<file path="src/rtl/vx_onehot_mux_pipe_if.sv">
// Handshake/bus bundle for the pipelined one-hot mux.
// The master side drives input transfers and output backpressure; the slave side is the mux.
interface vx_onehot_mux_pipe_if #(
   parameter int DATAW = 32,
   parameter int N     = 4,
   parameter int LANES = 1,
   parameter int CNTW  = 16
);
   logic                        valid_in;
   logic                        ready_in;
   logic [N-1:0][DATAW-1:0]     data_in;
   logic [LANES-1:0][N-1:0]     sel_in;
   logic                        valid_out;
   logic                        ready_out;
   logic [LANES-1:0][DATAW-1:0] data_out;
   logic [LANES-1:0]            err_out;
   logic [CNTW-1:0]             err_count;

   modport master (
      output valid_in, data_in, sel_in, ready_out,
      input  ready_in, valid_out, data_out, err_out, err_count
   );

   modport slave (
      input  valid_in, data_in, sel_in, ready_out,
      output ready_in, valid_out, data_out, err_out, err_count
   );
endinterface

</file>
<file path="src/rtl/vx_onehot_mux_pipe.sv">
// Multi-lane pipelined one-hot mux with elastic valid/ready stages.
// Each lane AND-OR selects from the shared input words and flags selects that
// are not exactly one-hot; accepted transfers with any lane error are counted.

// Per-lane AND-OR mux plus one-hot integrity check.
module vx_onehot_mux_lane #(
   parameter int DATAW = 32,
   parameter int N     = 4
) (
   input  logic [N-1:0][DATAW-1:0] data_i,
   input  logic [N-1:0]            sel_i,
   output logic [DATAW-1:0]        data_o,
   output logic                    err_o
);
   logic any_set;
   logic multi_set;

   // OR of selected words; zero select gives zero, multi-hot ORs words together.
   always_comb begin
      data_o    = '0;
      any_set   = 1'b0;
      multi_set = 1'b0;
      for (int i = 0; i < N; i++) begin
         if (sel_i[i]) data_o = data_o | data_i[i];
         multi_set = multi_set | (any_set & sel_i[i]);
         any_set   = any_set | sel_i[i];
      end
      err_o = !any_set || multi_set;
   end
endmodule

module vx_onehot_mux_pipe #(
   parameter int DATAW  = 32,
   parameter int N      = 4,
   parameter int LANES  = 1,
   parameter int STAGES = 1,
   parameter int CNTW   = 16
) (
   input  logic                   clk_i,
   input  logic                   reset_i,
   vx_onehot_mux_pipe_if.slave    bus_io
);
   typedef struct packed {
      logic [LANES-1:0][DATAW-1:0] data;
      logic [LANES-1:0]            err;
   } stage_t;

   logic [LANES-1:0][DATAW-1:0] lane_data;
   logic [LANES-1:0]            lane_err;
   stage_t                      in_s;

   logic [STAGES-1:0] vld_q, vld_d;
   logic [STAGES-1:0] load;   // stage may take new content this cycle
   logic [STAGES-1:0] move;   // a valid transfer actually lands in the stage
   stage_t            stg_q [STAGES];
   stage_t            stg_d [STAGES];
   logic [CNTW-1:0]   err_cnt_q, err_cnt_d;

   for (genvar l = 0; l < LANES; l++) begin : g_lane
      vx_onehot_mux_lane #(.DATAW(DATAW), .N(N)) u_lane (
         .data_i (bus_io.data_in),
         .sel_i  (bus_io.sel_in[l]),
         .data_o (lane_data[l]),
         .err_o  (lane_err[l])
      );
   end

   // Pack per-lane results into the stage-0 payload.
   always_comb begin
      in_s      = '0;
      in_s.data = lane_data;
      in_s.err  = lane_err;
   end

   // Ready ripples back from the output; payload registers only change on a real transfer.
   always_comb begin
      load = '0;
      move = '0;
      load[STAGES-1] = !vld_q[STAGES-1] || bus_io.ready_out;
      for (int k = STAGES - 2; k >= 0; k--) begin
         load[k] = !vld_q[k] || load[k+1];
      end
      move[0]  = bus_io.valid_in && load[0];
      vld_d[0] = load[0] ? bus_io.valid_in : vld_q[0];
      stg_d[0] = move[0] ? in_s : stg_q[0];
      for (int k = 1; k < STAGES; k++) begin
         move[k]  = vld_q[k-1] && load[k];
         vld_d[k] = load[k] ? vld_q[k-1] : vld_q[k];
         stg_d[k] = move[k] ? stg_q[k-1] : stg_q[k];
      end
   end

   // Saturating count of accepted transfers carrying any lane error.
   always_comb begin
      err_cnt_d = err_cnt_q;
      if (move[0] && (|in_s.err) && (err_cnt_q != {CNTW{1'b1}})) begin
         err_cnt_d = err_cnt_q + 1'b1;
      end
   end

   // Stage valids, payloads and error counter; reset discards everything in flight.
   always_ff @(posedge clk_i) begin
      if (reset_i) begin
         vld_q     <= '0;
         err_cnt_q <= '0;
         for (int k = 0; k < STAGES; k++) stg_q[k] <= '0;
      end else begin
         vld_q     <= vld_d;
         err_cnt_q <= err_cnt_d;
         for (int k = 0; k < STAGES; k++) stg_q[k] <= stg_d[k];
      end
   end

   assign bus_io.ready_in  = load[0];
   assign bus_io.valid_out = vld_q[STAGES-1];
   assign bus_io.data_out  = stg_q[STAGES-1].data;
   assign bus_io.err_out   = stg_q[STAGES-1].err;
   assign bus_io.err_count = err_cnt_q;
endmodule

</file>
<file path="src/flat_wrapper.sv">
// flat-port wrapper written by rule: the top's interface ports become plain ports
module vx_onehot_mux_pipe_flat 
#(
   parameter int DATAW  = 32,
   parameter int N      = 4,
   parameter int LANES  = 1,
   parameter int STAGES = 1,
   parameter int CNTW   = 16
)
  (clk_i, reset_i, bus_io_valid_in, bus_io_data_in, bus_io_sel_in, bus_io_ready_out, bus_io_ready_in, bus_io_valid_out, bus_io_data_out, bus_io_err_out, bus_io_err_count);
  vx_onehot_mux_pipe_if #(.DATAW(DATAW), .N(N), .LANES(LANES), .CNTW(CNTW)) bus_io_i ();
  input  logic clk_i;
  input  logic reset_i;
  input wire logic [$bits(bus_io_i.valid_in)-1:0] bus_io_valid_in;
  input wire logic [$bits(bus_io_i.data_in)-1:0] bus_io_data_in;
  input wire logic [$bits(bus_io_i.sel_in)-1:0] bus_io_sel_in;
  input wire logic [$bits(bus_io_i.ready_out)-1:0] bus_io_ready_out;
  output wire logic [$bits(bus_io_i.ready_in)-1:0] bus_io_ready_in;
  output wire logic [$bits(bus_io_i.valid_out)-1:0] bus_io_valid_out;
  output wire logic [$bits(bus_io_i.data_out)-1:0] bus_io_data_out;
  output wire logic [$bits(bus_io_i.err_out)-1:0] bus_io_err_out;
  output wire logic [$bits(bus_io_i.err_count)-1:0] bus_io_err_count;
  assign bus_io_i.valid_in = bus_io_valid_in;
  assign bus_io_i.data_in = bus_io_data_in;
  assign bus_io_i.sel_in = bus_io_sel_in;
  assign bus_io_i.ready_out = bus_io_ready_out;
  assign bus_io_ready_in = bus_io_i.ready_in;
  assign bus_io_valid_out = bus_io_i.valid_out;
  assign bus_io_data_out = bus_io_i.data_out;
  assign bus_io_err_out = bus_io_i.err_out;
  assign bus_io_err_count = bus_io_i.err_count;
  vx_onehot_mux_pipe #(.DATAW(DATAW), .N(N), .LANES(LANES), .STAGES(STAGES), .CNTW(CNTW)) u_core (.clk_i(clk_i), .reset_i(reset_i), .bus_io(bus_io_i));
endmodule
</file>
<file path="config.mk">
export PLATFORM = sky130hd
export DESIGN_NAME = vx_onehot_mux_pipe_flat
export DESIGN_NICKNAME = d
export VERILOG_FILES = /design/src/rtl/vx_onehot_mux_pipe_if.sv /design/src/rtl/vx_onehot_mux_pipe.sv /design/src/flat_wrapper.sv
export SDC_FILE = /design/constraint.sdc
export NUM_CORES = 1
export LEC_CHECK = 0
export BUFFER_PORTS_ARGS = -buffer_cell sky130_fd_sc_hd__buf_2
export CORE_AREA = 2 2 115 61
export DETAILED_ROUTE_END_ITERATION = 8
export DIE_AREA = 0 0 117 63
export GPL_TIMING_DRIVEN = 0
export PLACE_DENSITY = 0.92
export SLEW_MARGIN = 10
export SYNTH_ARGS = -nofsm -noshare
export SYNTH_HDL_FRONTEND = slang
export SYNTH_SLANG_ARGS = --single-unit
</file>
<file path="constraint.sdc">
create_clock -name clk_i -period 2.3 [get_ports clk_i]
set_input_delay 0.115 -clock clk_i [delete_from_list [all_inputs] [get_ports clk_i]]
set_output_delay 0.115 -clock clk_i [all_outputs]
set_load 0.05 [all_outputs]
</file>
==> results.sh, run 1 <==
export IMPL_period_needed_ns=1.88
export IMPL_syn_inst=296
export IMPL_finalCritPeriodShare=0.817
export IMPL_die_x_um=117
export IMPL_cts_setup_buffers=0
export IMPL_cp_arrival_ns=2.05
export IMPL_design_area_sq_um=3730
export IMPL_die_h_um=63
export IMPL_grt_pass1_vias=2915
export IMPL_vias=3230
export IMPL_crit_start="u_core.bus_io.err_count[7]"
export IMPL_dieArea_sq_um=7370
export IMPL_reg2reg_slack_ns=0.42
export IMPL_drv_cap=0
export IMPL_worstRegToRegCells=5
export IMPL_ctsRootBufferMaster="clkbuf_16"
export IMPL_overflow=0
export IMPL_final_antenna_net_count=0
export IMPL_status="finished clean"
export IMPL_port_buffer_count=181
export IMPL_clkTransAtPathRegs_ns=0.07
export IMPL_drt_iter0_markers=222
export IMPL_worstMarginPinSlew_ns=0.541
export IMPL_r2r_start="u_core.bus_io.err_count[7]"
export IMPL_ys_warn_count=0
export IMPL_totalWireLength_um=9380
export IMPL_hold_buffers=0
export IMPL_cts_resized=0
export IMPL_cts_sinks=50
export IMPL_drt_vias_per_instance=5.60
export IMPL_crit_type="flip-flop to flip-flop"
export IMPL_fin_skew_ns=0.00652
export IMPL_grt_max_degree=15
export IMPL_fin_tns_setup_ns=0
export IMPL_fillers=579
export IMPL_crit_end="u_core.bus_io.err_count[2]"
export IMPL_nNetsFinal=621
export IMPL_cts_tree="built"
export IMPL_cts_buffers_inserted=5
export IMPL_start_util=0.398
export IMPL_ys_seq_area_frac=0.390
export IMPL_hold_path_class="input pin to flip-flop"
export IMPL_dp_cells=569
export IMPL_powerDensity_nw_per_um2=621
export IMPL_fp_row_count=21
export IMPL_critPathRequiredTime_ns=2.47
export IMPL_r2r_end="u_core.bus_io.err_count[2]"
export IMPL_rsz0062_at_grt="false"
export IMPL_dp_hpwl_um=7250
export IMPL_cts_buffer_depth=2
export IMPL_placed_cell_area_sq_um=3590
export IMPL_setup_worst_path_end_class="flip-flop"
export IMPL_syn_area_per_cell_sq_um=8.67
export IMPL_htree_levels=2
export IMPL_synth_edff_count=0
export IMPL_drive_above_1_share=0.412
export IMPL_critPathLaunchType="flip-flop"
export IMPL_hold_viol_final=0
export IMPL_gp_congestion=0.903
export IMPL_ys_flop_type="dfxtp_1"
export IMPL_ys_types=40
export IMPL_grt_pass1_wl_um=14500
export IMPL_drc_errors=0
export IMPL_wl_per_cell_um=16.3
export IMPL_clk_latency_ns=0.28
export IMPL_finalNonFillerCells=577
export IMPL_drv_slew=0
export IMPL_syn_nets=433
export IMPL_antenna_found_initial=0
export IMPL_synth_seq_cells=50
export IMPL_worstPathMaxFanout=8
export IMPL_firstDrtPassIters=4
export IMPL_synthArstFlopShare=0
export IMPL_holdWs_ns=0.0947
export IMPL_p_leak_nw=1.69
export IMPL_max_slew_margin=0.639
export IMPL_pin_count=187
export IMPL_max_freq_mhz=532
export IMPL_track_usage=0.249
export IMPL_area_growth_syn_to_layout_pct=45.6
export IMPL_netlist_area_sq_um=2560
export IMPL_ir_drop_uv=488
export IMPL_core_sq_um=6440
export IMPL_setup_viol=0
export IMPL_antenna_cells=0
-- per-stage QoR --
stage          total power [mW]  setup slack, ns   util
3_5_place_dp               1.59            0.435  0.557
3_3_place_gp               1.57            0.498  0.557
2_1_floorplan              1.36            0.172      -
6_report                   2.32            0.420  0.580
4_1_cts                    2.33            0.428  0.580
5_1_grt                    2.42            0.264  0.580
-- worst min-delay path by stage --
stage,start,endpoint,cells past startpoint
floorplan,bus_io_valid_in,u_core.bus_io.valid_out,2
global placement,bus_io_valid_in,u_core.bus_io.valid_out,3
detailed placement,bus_io_valid_in,u_core.bus_io.valid_out,3
CTS,bus_io_valid_in,u_core.bus_io.valid_out,3
global route,bus_io_valid_in,u_core.bus_io.valid_out,3
finish,bus_io_valid_in,u_core.bus_io.valid_out,3
-- sequential cells by signal (all words and copies together), names as in the netlist --
name                     cells
u_core.stg_q                33
u_core.bus_io.valid_out      1
u_core.bus_io.err_count     16
-- layout make-up --
cell class	instances	area, sq um	share of cell area
clock buffers	7	143	0.0382
well taps	92	115	0.0308
inverters	5	18.8	0.00503
clock inverters	1	5.00	0.00134
repair buffers	181	906	0.243
multi-input cells	212	1430	0.384
flip-flops and latches	50	1000	0.268
plain buffers	29	113	0.0302
-- critical path: stages, from the launching register on --
cell,delay [ns]
dfxtp_1,0.43
and4_1,0.29
nand4_1,0.25
o211ai_2,0.47
nor2_2,0.06
mux2_2,0.27
-- cells in the mapped netlist, types with 5 or more instances --
cell / number / area share
dfxtp_1: 50 / 0.39
nor2_1: 37 / 0.054
a221o_1: 31 / 0.12
a221oi_1: 31 / 0.11
nor3_1: 31 / 0.060
clkbuf_1: 26 / 0.038
a21oi_1: 11 / 0.021
o21ai_0: 11 / 0.021
nand2_1: 9 / 0.013
or3_1: 8 / 0.020
nand3_1: 6 / 0.012
inv_1: 5 / 0.0073
-- power breakdown --
group	total (mW)	internal, mW	switching, mW	leakage, nW
registers	0.954	0.922	0.0324	0.412
clock network	0.743	0.432	0.311	0.0739
logic	0.620	0.211	0.409	1.21
-- layout by cell type, fill, tap and decap left out, drive strengths merged, types with 2 or more instances in the layout --
cell,instances
a21oi,11
a221o,31
a221oi,31
a22oi,2
and2,3
and3,2
and4,2
buf,184
clkbuf,33
dfxtp,50
inv,5
nand2,9
nand3,6
nand4,4
nor2,38
nor2b,3
nor3,31
o211ai,2
o21ai,11
or3,8
or4,2
xor2,2
-- cells by family (layout without fill, tap and decap cells) --
| logic type | Yosys count | after routing | synth area share |
|---|---|---|---|
| xor+xnor | 3 | 3 | 0.0102 |
| mux | 2 | 2 | 0.00829 |
| simple gates | 112 | 112 | 0.219 |
| compound gates | 94 | 94 | 0.316 |
| flops | 50 | 50 | 0.390 |
| fa+ha+maj | 1 | 1 | 0.00488 |
| buf+inv | 34 | 223 | 0.0512 |
-- metal layers --
layer	vias to the layer above	wire length, um	global-route usage
met5	-	0	0
met4	0	74	0.0412
met3	12	766	0.0485
met2	167	4290	0.407
met1	1506	4250	0.347
li1	1545	-	-
Power figures use the tool's default switching activity.
==> run 2: changes to the inputs <==
==> constraint.sdc (replaced) <==
create_clock -name clk_i -period 1.8 [get_ports clk_i]
set_input_delay 0.09 -clock clk_i [delete_from_list [all_inputs] [get_ports clk_i]]
set_output_delay 0.09 -clock clk_i [all_outputs]
set_load 0.05 [all_outputs]
==> results.sh, run 2 (same netlist as run 1, synthesis figures left out) <==
export IMPL_status="finished clean"
export IMPL_worstPathMaxFanout=6
export IMPL_cts_tree="built"
export IMPL_hold_viol_final=0
export IMPL_cts_buffers_inserted=5
export IMPL_setup_viol=0
export IMPL_vias=3258
export IMPL_ir_drop_uv=452
export IMPL_largest_reg_flops=33
export IMPL_pre_cts_ws_ns=-0.0395
export IMPL_design_area_sq_um=3830
export IMPL_r2r_end="u_core.bus_io.err_count[15]"
export IMPL_area_growth_syn_to_layout_pct=49.4
export IMPL_max_slew_margin=0.608
export IMPL_gp_congestion=0.873
export IMPL_firstDrtPassIters=5
export IMPL_grtUsageMet1=0.311
export IMPL_crit_start="u_core.bus_io.err_count[8]"
export IMPL_dieArea_sq_um=7370
export IMPL_r2r_start="u_core.bus_io.err_count[8]"
export IMPL_max_freq_mhz=577
export IMPL_cts_sinks=50
export IMPL_drt_vias_per_instance=5.62
export IMPL_drc_errors=0
export IMPL_track_usage=0.237
export IMPL_met3_usage=0.0407
export IMPL_port_buffer_count=181
export IMPL_htree_levels=2
export IMPL_final_antenna_net_count=0
export IMPL_grt_max_degree=15
export IMPL_worstHoldStart="bus_io_valid_in"
export IMPL_antenna_cells=0
export IMPL_worst_slack_ns=0.0675
export IMPL_die_h_um=63
export IMPL_placed_cell_area_sq_um=3630
export IMPL_overflow=0
export IMPL_met2_usage=0.400
export IMPL_top_register="u_core.stg_q"
export IMPL_clkTransAtPathRegs_ns=0.06
export IMPL_grt_pass1_wl_um=14000
export IMPL_die_x_um=117
export IMPL_pin_count=187
export IMPL_hold_buffers=0
export IMPL_hold_path_class="input pin to flip-flop"
export IMPL_cp_arrival_ns=1.95
export IMPL_critPathRequiredTime_ns=2.01
export IMPL_worstMarginPinSlew_ns=0.588
export IMPL_layout_commonest_cell="buf_2"
export IMPL_fp_row_count=21
export IMPL_period_needed_ns=1.73
export IMPL_crit_end="u_core.bus_io.err_count[15]"
export IMPL_p_leak_nw=1.73
export IMPL_drv_cap=0
export IMPL_layout_common_cells="buf_2, nor2_1, dfxtp_1"
export IMPL_drt_iter0_markers=248
export IMPL_setup_worst_path_end_class="flip-flop"
export IMPL_fin_skew_ns=0.00266
export IMPL_finalCritPeriodShare=0.963
export IMPL_totalWireLength_um=9440
export IMPL_cts_buffer_depth=2
export IMPL_reg2reg_slack_ns=0.07
export IMPL_drive_above_1_share=0.457
export IMPL_start_util=0.398
export IMPL_core_sq_um=6440
export IMPL_antenna_found_initial=0
export IMPL_ctsRootBufferMaster="clkbuf_16"
export IMPL_wl_per_cell_um=16.3
export IMPL_clk_latency_ns=0.28
export IMPL_worstRegToRegCells=6
export IMPL_critPathLaunchType="flip-flop"
export IMPL_dp_hpwl_um=7190
export IMPL_power_mw=2.96
export IMPL_crit_type="flip-flop to flip-flop"
export IMPL_grt_busiest_layer="met2"
export IMPL_grt_pass1_vias=3005
export IMPL_nNetsFinal=624
export IMPL_powerDensity_nw_per_um2=773
export IMPL_drv_slew=0
run 2: through the flow:
| step | TNS (ns) | cells | hold WS (ns) | utilization |
|---|---|---|---|---|
| 3_3_place_gp | 0 | 569 | 0.352 | 0.564 |
| 4_1_cts | 0 | 578 | 0.0738 | 0.588 |
| 3_5_place_dp | -0.0395 | 569 | 0.371 | 0.564 |
| 5_1_grt | -0.00576 | 580 | 0.0828 | 0.595 |
| 2_1_floorplan | 0 | 296 | 0.212 | - |
| 6_report | 0 | 580 | 0.0787 | 0.595 |
run 2: timing repair:
action | in CTS | in global routing
buffers inserted | 1 | 1
resized for setup | 0 | 6
gates cloned | 0 | 1
hold endpoints to repair | 0 | 0
setup endpoints to repair | 1 | 5
pin swaps | 1 | 2
run 2: routing by layer:
metal | share of wire | up-vias
met1 | 0.44 | 1550
met4 | 0.013 | 0
met3 | 0.078 | 15
met2 | 0.47 | 140
li1 | - | 1553
met5 | 0 | -
run 2: final cells by class:
type	count	area, sq um
fillers	576	2610
multi-input cells	213	1480
flip-flops and latches	50	1030
repair buffers	183	925
clock buffers	7	143
well taps	92	115
plain buffers	29	113
inverters	5	18.8
clock inverters	1	5.00
run 2: report_power, final:
part | internal, mW | total, mW | switching, mW
Combinational | 0.273 | 0.799 | 0.526
Clock | 0.552 | 0.948 | 0.396
Sequential | 1.17 | 1.22 | 0.0418
run 2: worst max-delay path: stages (launching register included):
cell	delay [ns]
dfxtp_4	0.36
and4_1	0.24
nand4_1	0.10
buf_6	0.14
o2111ai_4	0.15
or4_4	0.52
a21oi_1	0.15
run 2: worst min path at each step:
stage               cells after the start                 endpoint  slack, ns
floorplan                               2  u_core.bus_io.valid_out       0.21
global placement                        3  u_core.bus_io.valid_out       0.35
detailed placement                      3  u_core.bus_io.valid_out       0.37
CTS                                     3  u_core.bus_io.valid_out       0.07
global route                            3  u_core.bus_io.valid_out       0.08
finish                                  3  u_core.bus_io.valid_out       0.08
==> run 3: changes to the inputs <==
--- a/config.mk
+++ b/config.mk
@@ -6,11 +6,11 @@
 export NUM_CORES = 1
 export LEC_CHECK = 0
 export BUFFER_PORTS_ARGS = -buffer_cell sky130_fd_sc_hd__buf_2
-export CORE_AREA = 2 2 115 61
+export CORE_AREA = 2 2 111 59
 export DETAILED_ROUTE_END_ITERATION = 8
-export DIE_AREA = 0 0 117 63
+export DIE_AREA = 0 0 113 61
 export GPL_TIMING_DRIVEN = 0
-export PLACE_DENSITY = 0.92
+export PLACE_DENSITY = 0.95
 export SLEW_MARGIN = 10
 export SYNTH_ARGS = -nofsm -noshare
 export SYNTH_HDL_FRONTEND = slang
==> constraint.sdc (replaced) <==
create_clock -name clk_i -period 2 [get_ports clk_i]
set_input_delay 0.1 -clock clk_i [delete_from_list [all_inputs] [get_ports clk_i]]
set_output_delay 0.1 -clock clk_i [all_outputs]
set_load 0.05 [all_outputs]
==> results.sh, run 3 (same netlist as run 1, synthesis figures left out) <==
export IMPL_status="finished, violations left"
export IMPL_violations="design-rule violations"
export IMPL_r2r_end="u_core.bus_io.err_count[2]"
export IMPL_fillers=562
export IMPL_gp_congestion=0.866
export IMPL_track_usage=0.260
export IMPL_core_sq_um=5910
export IMPL_firstDrtPassIters=6
export IMPL_nNetsFinal=621
export IMPL_wl_per_cell_um=16.7
export IMPL_critPathRequiredTime_ns=2.17
export IMPL_vias=3237
export IMPL_cp_num_buf_inv=0
export IMPL_die_x_um=113
export IMPL_final_antenna_net_count=0
export IMPL_crit_type="flip-flop to flip-flop"
export IMPL_layout_commonest_cell="buf_2"
export IMPL_hold_path_class="input pin to flip-flop"
export IMPL_period_needed_ns=1.86
export IMPL_worstPathMaxFanout=8
export IMPL_worstRegToRegCells=5
export IMPL_cp_top_family="simple AND/OR/NAND/NOR gates"
export IMPL_cts_buffers_inserted=5
export IMPL_max_freq_mhz=538
export IMPL_powerDensity_nw_per_um2=713
export IMPL_dp_cells=554
export IMPL_dieArea_sq_um=6890
export IMPL_clkTransAtPathRegs_ns=0.06
export IMPL_reg2reg_slack_ns=0.14
export IMPL_critPathLaunchType="flip-flop"
export IMPL_port_buffer_count=181
export IMPL_rsz0062_at_grt="true"
export IMPL_antenna_found_initial=0
export IMPL_r2r_start="u_core.bus_io.err_count[7]"
export IMPL_crit_cells=5
export IMPL_drt_iter0_markers=195
export IMPL_grt_max_degree=15
export IMPL_cts_setup_buffers=0
export IMPL_largest_reg_flops=33
export IMPL_drive_above_1_share=0.425
export IMPL_slowest_stage="o211ai_2"
export IMPL_totalWireLength_um=9400
export IMPL_design_area_sq_um=3720
export IMPL_fin_skew_ns=0.00391
export IMPL_hold_viol_final=0
export IMPL_drt_vias_per_instance=5.76
export IMPL_placed_cell_area_sq_um=3570
export IMPL_cts_buffer_depth=2
export IMPL_drv_cap=0
export IMPL_max_slew_margin=0.634
export IMPL_cpPeakStageDelay_ns=0.49
export IMPL_worstMarginPinSlew_ns=0.549
export IMPL_cp_arrival_ns=2.03
export IMPL_holdWs_ns=0.0967
export IMPL_die_h_um=61
export IMPL_setup_viol=0
export IMPL_setup_worst_path_end_class="flip-flop"
export IMPL_dp_hpwl_um=7430
export IMPL_cts_sinks=50
export IMPL_area_growth_syn_to_layout_pct=45.2
export IMPL_p_leak_nw=1.70
export IMPL_ctsRootBufferMaster="clkbuf_16"
export IMPL_finalCritPeriodShare=0.929
export IMPL_ir_drop_uv=386
export IMPL_layout_common_cells="buf_2, dfxtp_1, nor2_1"
export IMPL_drc_errors=10
export IMPL_drv_slew=0
export IMPL_top_register="u_core.stg_q"
export IMPL_crit_end="u_core.bus_io.err_count[2]"
export IMPL_finalNonFillerCells=562
export IMPL_start_util=0.434
export IMPL_pin_count=187
export IMPL_overflow=0
export IMPL_cts_tree="built"
export IMPL_antenna_cells=0
export IMPL_crit_chain="and4_1 -> nand4_1 -> o211ai_2 -> nor2_2 -> mux2_2"
export IMPL_grt_pass1_wl_um=14200
export IMPL_grt_pass1_vias=2960
export IMPL_clk_latency_ns=0.28
export IMPL_crit_start="u_core.bus_io.err_count[7]"
export IMPL_fp_row_count=20
export IMPL_htree_levels=2
-- run 3: cell count changes in the layout (fill, tap and decap cells not counted), sizes merged --
| cell | delta |
|---|---|
| buf | -2 |
| o2111ai | -1 |
-- run 3: stage by stage --
| step | utilization | setup WS (ns) | TNS [ns] | power [mW] |
|---|---|---|---|---|
| 3_3_place_gp | 0.605 | 0.243 | 0 | 1.81 |
| 2_1_floorplan | - | 0.0102 | 0 | 1.56 |
| 6_report | 0.631 | 0.142 | 0 | 2.66 |
| 5_1_grt | 0.631 | -0.00283 | -0.00283 | 2.76 |
| 3_5_place_dp | 0.605 | 0.167 | 0 | 1.83 |
| 4_1_cts | 0.630 | 0.158 | 0 | 2.67 |
-- run 3: where the power goes --
group | internal [mW] | switching (mW) | leakage [nW] | total [mW]
clock network | 0.496 | 0.352 | 0.0739 | 0.848
logic | 0.243 | 0.470 | 1.21 | 0.713
registers | 1.06 | 0.0369 | 0.414 | 1.10
-- run 3: worst min-delay path by stage --
stage | start | end | cells past startpoint
final | bus_io_valid_in | u_core.bus_io.valid_out | 3
after global routing | bus_io_valid_in | u_core.bus_io.valid_out | 3
after CTS | bus_io_valid_in | u_core.bus_io.valid_out | 3
after detailed placement | bus_io_valid_in | u_core.bus_io.valid_out | 3
after global placement | bus_io_valid_in | u_core.bus_io.valid_out | 3
after floorplan | bus_io_valid_in | u_core.bus_io.valid_out | 2
-- run 3: cell type report --
cell class                      instances  area (sq um)  share of cell area
Inverter                                5          18.8             0.00504
Timing Repair Buffer                  181           906               0.243
Buffer                                 29           113              0.0302
Clock buffer                            7           143              0.0383
Multi-Input combinational cell        212          1440               0.386
Tap cell                               77          96.3              0.0259
Sequential cell                        50          1010               0.270
Clock inverter                          1          5.00             0.00134
-- run 3: worst reg2reg max path, delay by kind of cell (launching register included) --
family / cells / cell delay (ns)
compound gates: 1 / 0.49
mux: 1 / 0.27
simple gates: 3 / 0.62
flops: 1 / 0.37
-- run 3: timing repair --
action                                  in CTS  in global routing
hold buffers                                 0                  0
endpoints found under the setup margin       0                  2
resized for setup                            0                  1
-- run 3: per-layer routing --
metal	vias to the layer above	GRT usage	wire length (um)
li1	1541	-	-
met1	1559	0.341	4050
met2	130	0.464	4580
met3	7	0.0539	727
met4	0	0.0383	42
met5	-	0	0
